`src/rtl/ctrl_relu_ulaw.sv`:
```
// Sequencer for datapath_relu_ulaw: streams image and u-law weights, pulses MACs, skips zero args.
// All outputs are registered Moore outputs of the current state; no backpressure, start only honoured in IDLE/DONE.
module ctrl_relu_ulaw #(
   parameter int ADDR_WIDTH = 16,
   parameter int N_IN       = 785,
   parameter int N_H        = 25,
   parameter int N_OUT      = 10,
   parameter int IMG_BASE   = 0,
   parameter int W1_BASE    = 1024,
   parameter int W2_BASE    = 20736
) (
   input  logic                  clk,
   input  logic                  rst,
   input  logic                  start,
   input  logic                  arg_zero,
   output logic [ADDR_WIDTH-1:0] mem_addr,
   output logic [2:0]            r_sh_en,
   output logic [1:0]            mac_en,
   output logic [1:0]            mac_clr,
   output logic [ADDR_WIDTH-1:0] l2_src_addr,
   output logic                  busy,
   output logic                  done
);

   localparam int KW   = (N_IN > 1) ? $clog2(N_IN) : 1;
   localparam int JW   = $clog2(N_H + 1);
   localparam int CMAX = (N_H > N_OUT) ? N_H : N_OUT;
   localparam int CW   = $clog2(CMAX + 1);

   localparam logic [KW-1:0]         K_LAST    = KW'(N_IN - 1);
   localparam logic [JW-1:0]         J_LAST    = JW'(N_H);
   localparam logic [CW-1:0]         C_W1_LAST = CW'(N_H);
   localparam logic [CW-1:0]         C_W2_LAST = CW'(N_OUT);
   localparam logic [ADDR_WIDTH-1:0] A_NH      = ADDR_WIDTH'(N_H);
   localparam logic [ADDR_WIDTH-1:0] A_NOUT    = ADDR_WIDTH'(N_OUT);
   localparam logic [ADDR_WIDTH-1:0] A_IMG     = ADDR_WIDTH'(IMG_BASE);
   localparam logic [ADDR_WIDTH-1:0] A_W1      = ADDR_WIDTH'(W1_BASE);
   localparam logic [ADDR_WIDTH-1:0] A_W2      = ADDR_WIDTH'(W2_BASE);
   localparam logic [ADDR_WIDTH-1:0] A_L2_NONE = ADDR_WIDTH'(N_H + 1);

   typedef enum logic [3:0] {
      S_IDLE  = 4'd0,
      S_CLR   = 4'd1,
      S_A_RD  = 4'd2,
      S_A_LD  = 4'd3,
      S_A_CHK = 4'd4,
      S_W1    = 4'd5,
      S_MAC1  = 4'd6,
      S_W2    = 4'd7,
      S_MAC2  = 4'd8,
      S_DONE  = 4'd9
   } state_t;

   state_t                  state_q, state_d;
   logic [KW-1:0]           k_q, k_d;
   logic [JW-1:0]           j_q, j_d;
   logic [CW-1:0]           c_q, c_d;
   logic [ADDR_WIDTH-1:0]   wp_q, wp_d;
   logic                    next_arg;

   logic [ADDR_WIDTH-1:0]   mem_addr_q, mem_addr_d;
   logic [2:0]              r_sh_en_q, r_sh_en_d;
   logic [1:0]              mac_en_q, mac_en_d;
   logic [1:0]              mac_clr_q, mac_clr_d;
   logic [ADDR_WIDTH-1:0]   l2_src_addr_q, l2_src_addr_d;
   logic                    busy_q, busy_d;
   logic                    done_q, done_d;

   // State, counters and registered outputs
   always_ff @(posedge clk) begin
      if (rst) begin
         state_q       <= S_IDLE;
         k_q           <= '0;
         j_q           <= '0;
         c_q           <= '0;
         wp_q          <= A_W1;
         mem_addr_q    <= '0;
         r_sh_en_q     <= '0;
         mac_en_q      <= '0;
         mac_clr_q     <= '0;
         l2_src_addr_q <= '0;
         busy_q        <= 1'b0;
         done_q        <= 1'b0;
      end else begin
         state_q       <= state_d;
         k_q           <= k_d;
         j_q           <= j_d;
         c_q           <= c_d;
         wp_q          <= wp_d;
         mem_addr_q    <= mem_addr_d;
         r_sh_en_q     <= r_sh_en_d;
         mac_en_q      <= mac_en_d;
         mac_clr_q     <= mac_clr_d;
         l2_src_addr_q <= l2_src_addr_d;
         busy_q        <= busy_d;
         done_q        <= done_d;
      end
   end

   always_comb begin
      state_d  = state_q;
      k_d      = k_q;
      j_d      = j_q;
      c_d      = c_q;
      wp_d     = wp_q;
      next_arg = 1'b0;
      unique case (state_q)
         S_IDLE, S_DONE: begin
            k_d  = '0;
            j_d  = '0;
            c_d  = '0;
            wp_d = A_W1;
            if (start) begin
               state_d = S_CLR;
            end
         end
         S_CLR:  state_d = S_A_RD;
         S_A_RD: state_d = S_A_LD;
         S_A_LD: state_d = S_A_CHK;
         S_A_CHK: begin
            if (arg_zero) begin
               next_arg = 1'b1;
            end else begin
               c_d     = '0;
               state_d = S_W1;
            end
         end
         S_W1: begin
            if (c_q == C_W1_LAST) begin
               c_d     = '0;
               state_d = S_MAC1;
            end else begin
               c_d = c_q + 1'b1;
            end
         end
         S_MAC1: next_arg = 1'b1;
         S_W2: begin
            if (c_q == C_W2_LAST) begin
               c_d     = '0;
               state_d = S_MAC2;
            end else begin
               c_d = c_q + 1'b1;
            end
         end
         S_MAC2: begin
            wp_d = wp_q + A_NOUT;
            if (j_q == J_LAST) begin
               state_d = S_DONE;
            end else begin
               j_d     = j_q + 1'b1;
               c_d     = '0;
               state_d = S_W2;
            end
         end
         default: state_d = S_IDLE;
      endcase

      // Skipped and completed arguments share the advance to the next argument or to layer 2
      if (next_arg) begin
         if (k_q == K_LAST) begin
            j_d     = '0;
            c_d     = '0;
            wp_d    = A_W2;
            state_d = S_W2;
         end else begin
            k_d     = k_q + 1'b1;
            wp_d    = wp_q + A_NH;
            state_d = S_A_RD;
         end
      end
   end

   // Outputs are decoded from the next state so the registered copies line up with state_q
   always_comb begin
      mem_addr_d    = mem_addr_q;
      r_sh_en_d     = '0;
      mac_en_d      = '0;
      mac_clr_d     = '0;
      l2_src_addr_d = A_L2_NONE;
      busy_d        = (state_d != S_IDLE) && (state_d != S_DONE);
      done_d        = (state_d == S_DONE);
      unique case (state_d)
         S_CLR:  mac_clr_d = 2'b11;
         S_A_RD: mem_addr_d = A_IMG + ADDR_WIDTH'(k_d);
         S_A_LD: r_sh_en_d[0] = 1'b1;
         S_W1: begin
            if (c_d < C_W1_LAST) begin
               mem_addr_d = wp_d + ADDR_WIDTH'(c_d);
            end
            r_sh_en_d[1] = (c_d != '0);
         end
         S_MAC1: mac_en_d[0] = 1'b1;
         S_W2: begin
            if (c_d < C_W2_LAST) begin
               mem_addr_d = wp_d + ADDR_WIDTH'(c_d);
            end
            r_sh_en_d[2] = (c_d != '0);
         end
         S_MAC2: begin
            mac_en_d[1]   = 1'b1;
            l2_src_addr_d = ADDR_WIDTH'(j_d);
         end
         default: ;
      endcase
   end

   assign mem_addr    = mem_addr_q;
   assign r_sh_en     = r_sh_en_q;
   assign mac_en      = mac_en_q;
   assign mac_clr     = mac_clr_q;
   assign l2_src_addr = l2_src_addr_q;
   assign busy        = busy_q;
   assign done        = done_q;

endmodule

```
`config.mk`:
```
export PLATFORM = sky130hd
export DESIGN_NAME = ctrl_relu_ulaw
export DESIGN_NICKNAME = d
export VERILOG_FILES = /design/src/rtl/ctrl_relu_ulaw.sv
export SDC_FILE = /design/constraint.sdc
export NUM_CORES = 1
export LEC_CHECK = 0
export CORE_MARGIN = 2
export CORE_UTILIZATION = 30
export CTS_BUF_LIST = sky130_fd_sc_hd__clkbuf_8 sky130_fd_sc_hd__clkbuf_16
export CTS_CLUSTER_SIZE = 8
export DETAILED_ROUTE_END_ITERATION = 16
export GPL_ROUTABILITY_DRIVEN = 0
export PLACE_DENSITY = 0.56
export SLEW_MARGIN = 30
export SYNTH_ARGS = -nofsm -noshare
export SYNTH_HDL_FRONTEND = slang
export SYNTH_SLANG_ARGS = --single-unit
```
`constraint.sdc`:
```
create_clock -name clk -period 4.8 [get_ports clk]
set_clock_uncertainty 0.05 [all_clocks]
set_input_delay 0.96 -clock clk [delete_from_list [all_inputs] [get_ports clk]]
set_output_delay 0.96 -clock clk [all_outputs]
set_load 0.005 [all_outputs]
```
* After elaboration in Yosys (flattened, before gate mapping)
Cells that the tools add are included.
** Word-level totals
- Flip-flop bits (word level) :: 81
- Bits of input ports :: 4
- Output and inout bits :: 41
- Word-level logic and storage cells :: 95
** Cells by class
- Add/subtract/negate cells :: 6
- $lt $le $gt $ge :: 2
- Equal/unequal tests :: 24
- Muxes and demuxes :: 35
- Bitwise gates (word level) :: 3
- Reduce and logical (&&, ||, !) cells :: 10
** Operator list (count)
- $mux W16 :: 4
- $mux W5 :: 10
- $pmux W16 S3 :: 1
- $pmux W4 S9 :: 1
- $pmux W16 S2 :: 1
- $mux W10 :: 3
- $eq A4 B3 Y1 const B :: 7
- $pmux W5 S5 :: 1
- $mux W4 :: 6
- $add A16 B4 Y16 const B :: 1
- $add A16 B5 Y16 :: 1
- $add A16 B5 Y16 const B :: 1
- $eq A4 B2 Y1 const B :: 4
- $eq A4 B4 Y1 const B :: 4
- $add A10 B1 Y10 const B :: 1
- $add A5 B1 Y5 const B :: 2
- $eq A10 B10 Y1 const B :: 1
- $eq A5 B5 Y1 const B :: 2
- $pmux W5 S2 :: 1
- $eq A4 B1 Y1 const B :: 2
- $reduce_or A2 Y1 :: 4
- $eq A5 B4 Y1 const B :: 1
- $lt A5 B4 Y1 const B :: 1
- $lt A5 B5 Y1 const B :: 1
- other kinds (13) :: 19

* Logic depth before layout (Yosys ltp)
- Depth after elaboration :: 8
- Gate-level depth with buffers :: 18
- Mapped depth without buffers :: 17

* Least setup slack after synthesis
OpenSTA, ideal clock, no wires.
- Path type :: input to register
- Start :: in arg_zero
- End :: reg mem_addr_q[6], in the netlist mem_addr[6]
- Setup time :: 0.071 ns
- Arrival :: 3.877 ns
- Data required time :: 4.679 ns
- Path slack :: 0.802 ns
- Stages on the path :: 16
- Buffers on the path :: 2
- Cells stage by stage :: or2_1 > nand2_1 > clkbuf_1 > nor2_1 > clkbuf_1 > nor2_1 > ha_1 > fa_1 > a21o_1 > a21o_1 > a21oi_1 > a211oi_1 > xnor2_1 > nor2_1 > a211o_1 > a21oi_1
** Between the ends
- Word-level cells in the longest chain between the ends :: 7
- Elaborated cells on any way between the ends :: 24
- Those cells by class :: add/sub: 1; order compare: 2; eq/ne: 5; mux: 14; reduce/logical: 2
** RTL lines
- start, declared :: RTL line 15 : input logic arg_zero,
- $mux W5 :: RTL line 121 : if (arg_zero) begin
- $pmux W5 S5 :: RTL line 107 : unique case (state_q)
- $mux W5 :: RTL line 160 : if (k_q == K_LAST) begin
- $mux W5 * :: RTL line 159 : if (next_arg) begin
- net c_d[0] :: RTL line 57 : logic [CW-1:0] c_q, c_d;
- $add A16 B5 Y16, or another cell as far along :: RTL line 188, 195
- $mux W16, or another cell as far along :: RTL line 194 : if (c_d < C_W2_LAST) begin
- $pmux W16 S3 or $reduce_and A3 Y1 (tied branches)
- end signal, assigned :: RTL line 90 : mem_addr_q <= mem_addr_d;
- end, declared :: RTL line 61 : logic [ADDR_WIDTH-1:0] mem_addr_q, mem_addr_d;
The timed path passes the listed nets; every way through them passes the cells marked *. The select of a mux whose other input is x is not followed.
A chain may end at the register's enable or synchronous reset.

* Worst setup path after layout
- Start :: in arg_zero
- End :: reg mem_addr_q[8], in the netlist mem_addr[8]
The elaborated chain is that of the path after synthesis.

==> out/metrics.csv <==
stage;metric;value;unit
routing;Final ANT Viol Nets;0;
floorplan;Die W;125.1;um
yosys;Post-synth top flop;dfxtp_1;
clock_tree;CTS tree;built;
timing;Min Hold Slack;414.7;ps
yosys;Synth area leader;dfxtp_1;
clock_tree;clk root buf;clkbuf_16;
routing;aggregate routed wire length;12470;um
global_routing;largest net degree at the start of global routing;44;
yosys;synthesized area;0.004400;mm^2
timing;final hold viol count;0;
global_routing;first-pass GRT wire length;20260;um
floorplan;# rows;44;
routing;vias per cell;5.472;
final_layout;share of post-route cells with drive strength above 1;8.666;%
timing;Slew @ Worst Pin;800.4;ps
clock_tree;CTS resizes;0;
timing;final worst slack;416.5;ps
global_routing;initial antenna violation count;0;
yosys;Async SR Flop Fraction;0;%
clock_tree;CTS H-tree depth;3;
critical_path;worst path bufs/invs;2;
floorplan;IO Pins;45;
flow_run;max_cap viols;0;
floorplan;full die area;0.01565;mm^2
timing;Max Fclk;228.1;MHz
final_layout;most common cell after layout, fill and taps aside;dfxtp_1;
critical_path;Critical Path Source;arg_zero;
clock_tree;clk sinks;69;
status;status;finished clean;
critical_path;Worst Setup Path Type;in2reg;
timing;worst rel slew slack;46.64;%
critical_path;CP Depth;16;
global_routing;overall global routing resource usage;15.90;%
final_layout;Synth-to-Final Area Change;17.91;%
yosys;yosys warns;0;
critical_path;WP data required;4990;ps
final_layout;NumNets Final;592;
global_routing;number of global-route vias before repair;3962;
routing;DRC;0;
hold_path;Worst Hold Class;reg2reg;
routing;First-pass DRT Iterations;5;
final_layout;utilization after layout;35.97;%
final_layout;ANT cells;0;
yosys;Distinct cells, synth;79;
power_and_ir_drop;Power, Total;1.414;mW
critical_path;crit path max fanout;6;
floorplan;Placeable Area;0.01442;mm^2
clock_tree;clock slew at reported path FFs;50;ps
clock_tree;Clock Path Buffers;2;
yosys;sequential cell area fraction in the yosys report;31.39;%
power_and_ir_drop;PD cells;272.6;mW/mm^2
timing;Final min period;4383;ps
critical_path;Slowest cell on crit path;clkdlybuf4s50_1;
critical_path;crit path to;mem_addr[8]$_SDFFE_PP0P_;
timing;RSZ-0062 raised after global routing;no;
critical_path;cell breakdown of the critical path;clkdlybuf4s50_1 > a21o_1 > a211oi_1 > nor2_1 > a21oi_1 > nor2_1 > ha_1 > fa_1 > a21o_1 > a21o_1 > a21oi_1 > buf_4 > nor4_4 > xnor2_1 > nor2_1 > a211o_1;
critical_path;max incr delay on CP;510;ps
placement;DP Worst Slack;107.9;ps
yosys;Avg Cell Area, Syn;8.104;um^2
routing;Via Count;4164;
clock_tree;clock latency on the worst-skew pair;340;ps
critical_path;worst reg2reg setup slack;580;ps
hold_path;Worst Min Path Start;mem_addr[2]$_SDFFE_PP0P_;
yosys;post-synthesis register bit count;69;
clock_tree;Post-CTS Setup Bufs;0;
clock_tree;CTS buffer count;9;
critical_path;reg-to-reg critical path startpoint;k_q[5]$_SDFF_PP0_;
timing;period utilization;91.32;%
yosys;EDFF count, synth;0;
critical_path;CP top delay family;compound AO/OA/AOI/OAI gates;
routing;initial drt markers;385;
floorplan;Initial Utilization;30.51;%
yosys;post-synth top area share;31.39;%
critical_path;Critical Path End Type;flop;
timing;final setup vio count;0;
yosys;Mapped Cells;543;
floorplan;Die Y;125.1;um
critical_path;reg2reg end;mem_addr[8]$_SDFFE_PP0P_;
critical_path;startpoint types;input port;
final_layout;most frequent cells in the layout;dfxtp_1, nor2_1, nand2_1;
global_routing;Congestion Overflow GR;0;
placement;number of port buffers;33;
placement;Final HPWL DP;9162;um
critical_path;worst r2r path cells;14;
timing;Slew Limit Fails;0;
yosys;synth top area cells;dfxtp_1, nor2_1, ha_1;
critical_path;Crit path arrival time;4570;ps
routing;WL/cell;16.38;um
timing;setup_tns;0;ps
clock_tree;CTS hold repair buffers;0;
power_and_ir_drop;LEAKAGE;1.884;nW
power_and_ir_drop;maximum vdd drop;173.4;uV
==> how the worst min path moves through the flow <==
stage | end | cells after the start | slack (ps)
after floorplan | mem_addr[2]$_SDFFE_PP0P_ | 2 | 400
final | mem_addr[2]$_SDFFE_PP0P_ | 2 | 410
after global routing | mem_addr[12]$_SDFFE_PP0P_ | 1 | 430
after global placement | mem_addr[2]$_SDFFE_PP0P_ | 2 | 400
after detailed placement | mem_addr[6]$_SDFFE_PP0P_ | 2 | 410
after CTS | mem_addr[6]$_SDFFE_PP0P_ | 2 | 420
==> registers in the layout, indices dropped and copies added, names as in the netlist <==
register,count
wp_q,16
mem_addr,16
r_sh_en,3
j_q,5
k_q,10
busy,1
mac_en,2
done,1
mac_clr,1
l2_src_addr,5
state_q,4
c_q,5
==> Yosys cell counts (all sizes together), types with 7 or more instances <==
library cell and instances:
a211oi 10, nor2 62, and2 7, nand3b 8, o2111ai 7, a21oi 28
ha 14, clkbuf 19, dfxtp 69, buf 20, inv 12, o21ai 26
a21o 8, nor2b 17, xnor2 11, nand3 20, xor2 7, nand2 40
nor3 22, or2 8
==> report_power, final <==
| part | switching (mW) | total [mW] | internal, mW |
|---|---|---|---|
| registers | 0.0138 | 0.596 | 0.582 |
| logic | 0.0966 | 0.155 | 0.0580 |
| clock network | 0.254 | 0.664 | 0.410 |
| total | 0.364 | 1.41 | 1.05 |
==> area by class of cell <==
| cell class | instances | area [um^2] |
|---|---|---|
| inverter | 12 | 45.04 |
| fill | 1487 | 9235 |
| timing repair buffer | 48 | 437.9 |
| tap | 184 | 230.2 |
| clock buffer | 10 | 239.0 |
| sequential | 69 | 1381 |
| clock inverter | 5 | 53.80 |
| multi-input combinational | 433 | 2801 |
==> metrics by stage <==
stage / cell area (um^2) / cells
after floorplan: 4438 / 553
after global placement: 4896 / 746
after detailed placement: 4896 / 746
after CTS: 5189 / 761
after global routing: 5189 / 761
final: 5189 / 761
==> worst min-delay path, cell delays in order (launching register included) <==
cell	delay (ps)
dfxtp_1	310
nand2_1	50
a21oi_1	50
==> kinds of logic after synthesis <==
| family | after synthesis | synth area share [%] |
|---|---|---|
| DFF | 69 | 31.39 |
| buffers and inverters | 51 | 5.800 |
| AOI/OAI and AO/OA | 145 | 23.14 |
| other | 1 | 0.08522 |
| adders and majority gates | 15 | 4.436 |
| and+or+nand+nor | 238 | 30.17 |
| xor gates and xnor gates | 18 | 3.583 |
| muxes | 6 | 1.393 |
==> per-layer routing <==
layer / vias up / global-route usage, % / routed length (um)
li1: 2037 / - / -
met1: 1979 / 21.69 / 6014
met2: 127 / 24.30 / 5593
met3: 21 / 4.022 / 642
met4: 0 / 5.817 / 215
met5: - / 0 / 0
Power figures use the tool's default switching activity.
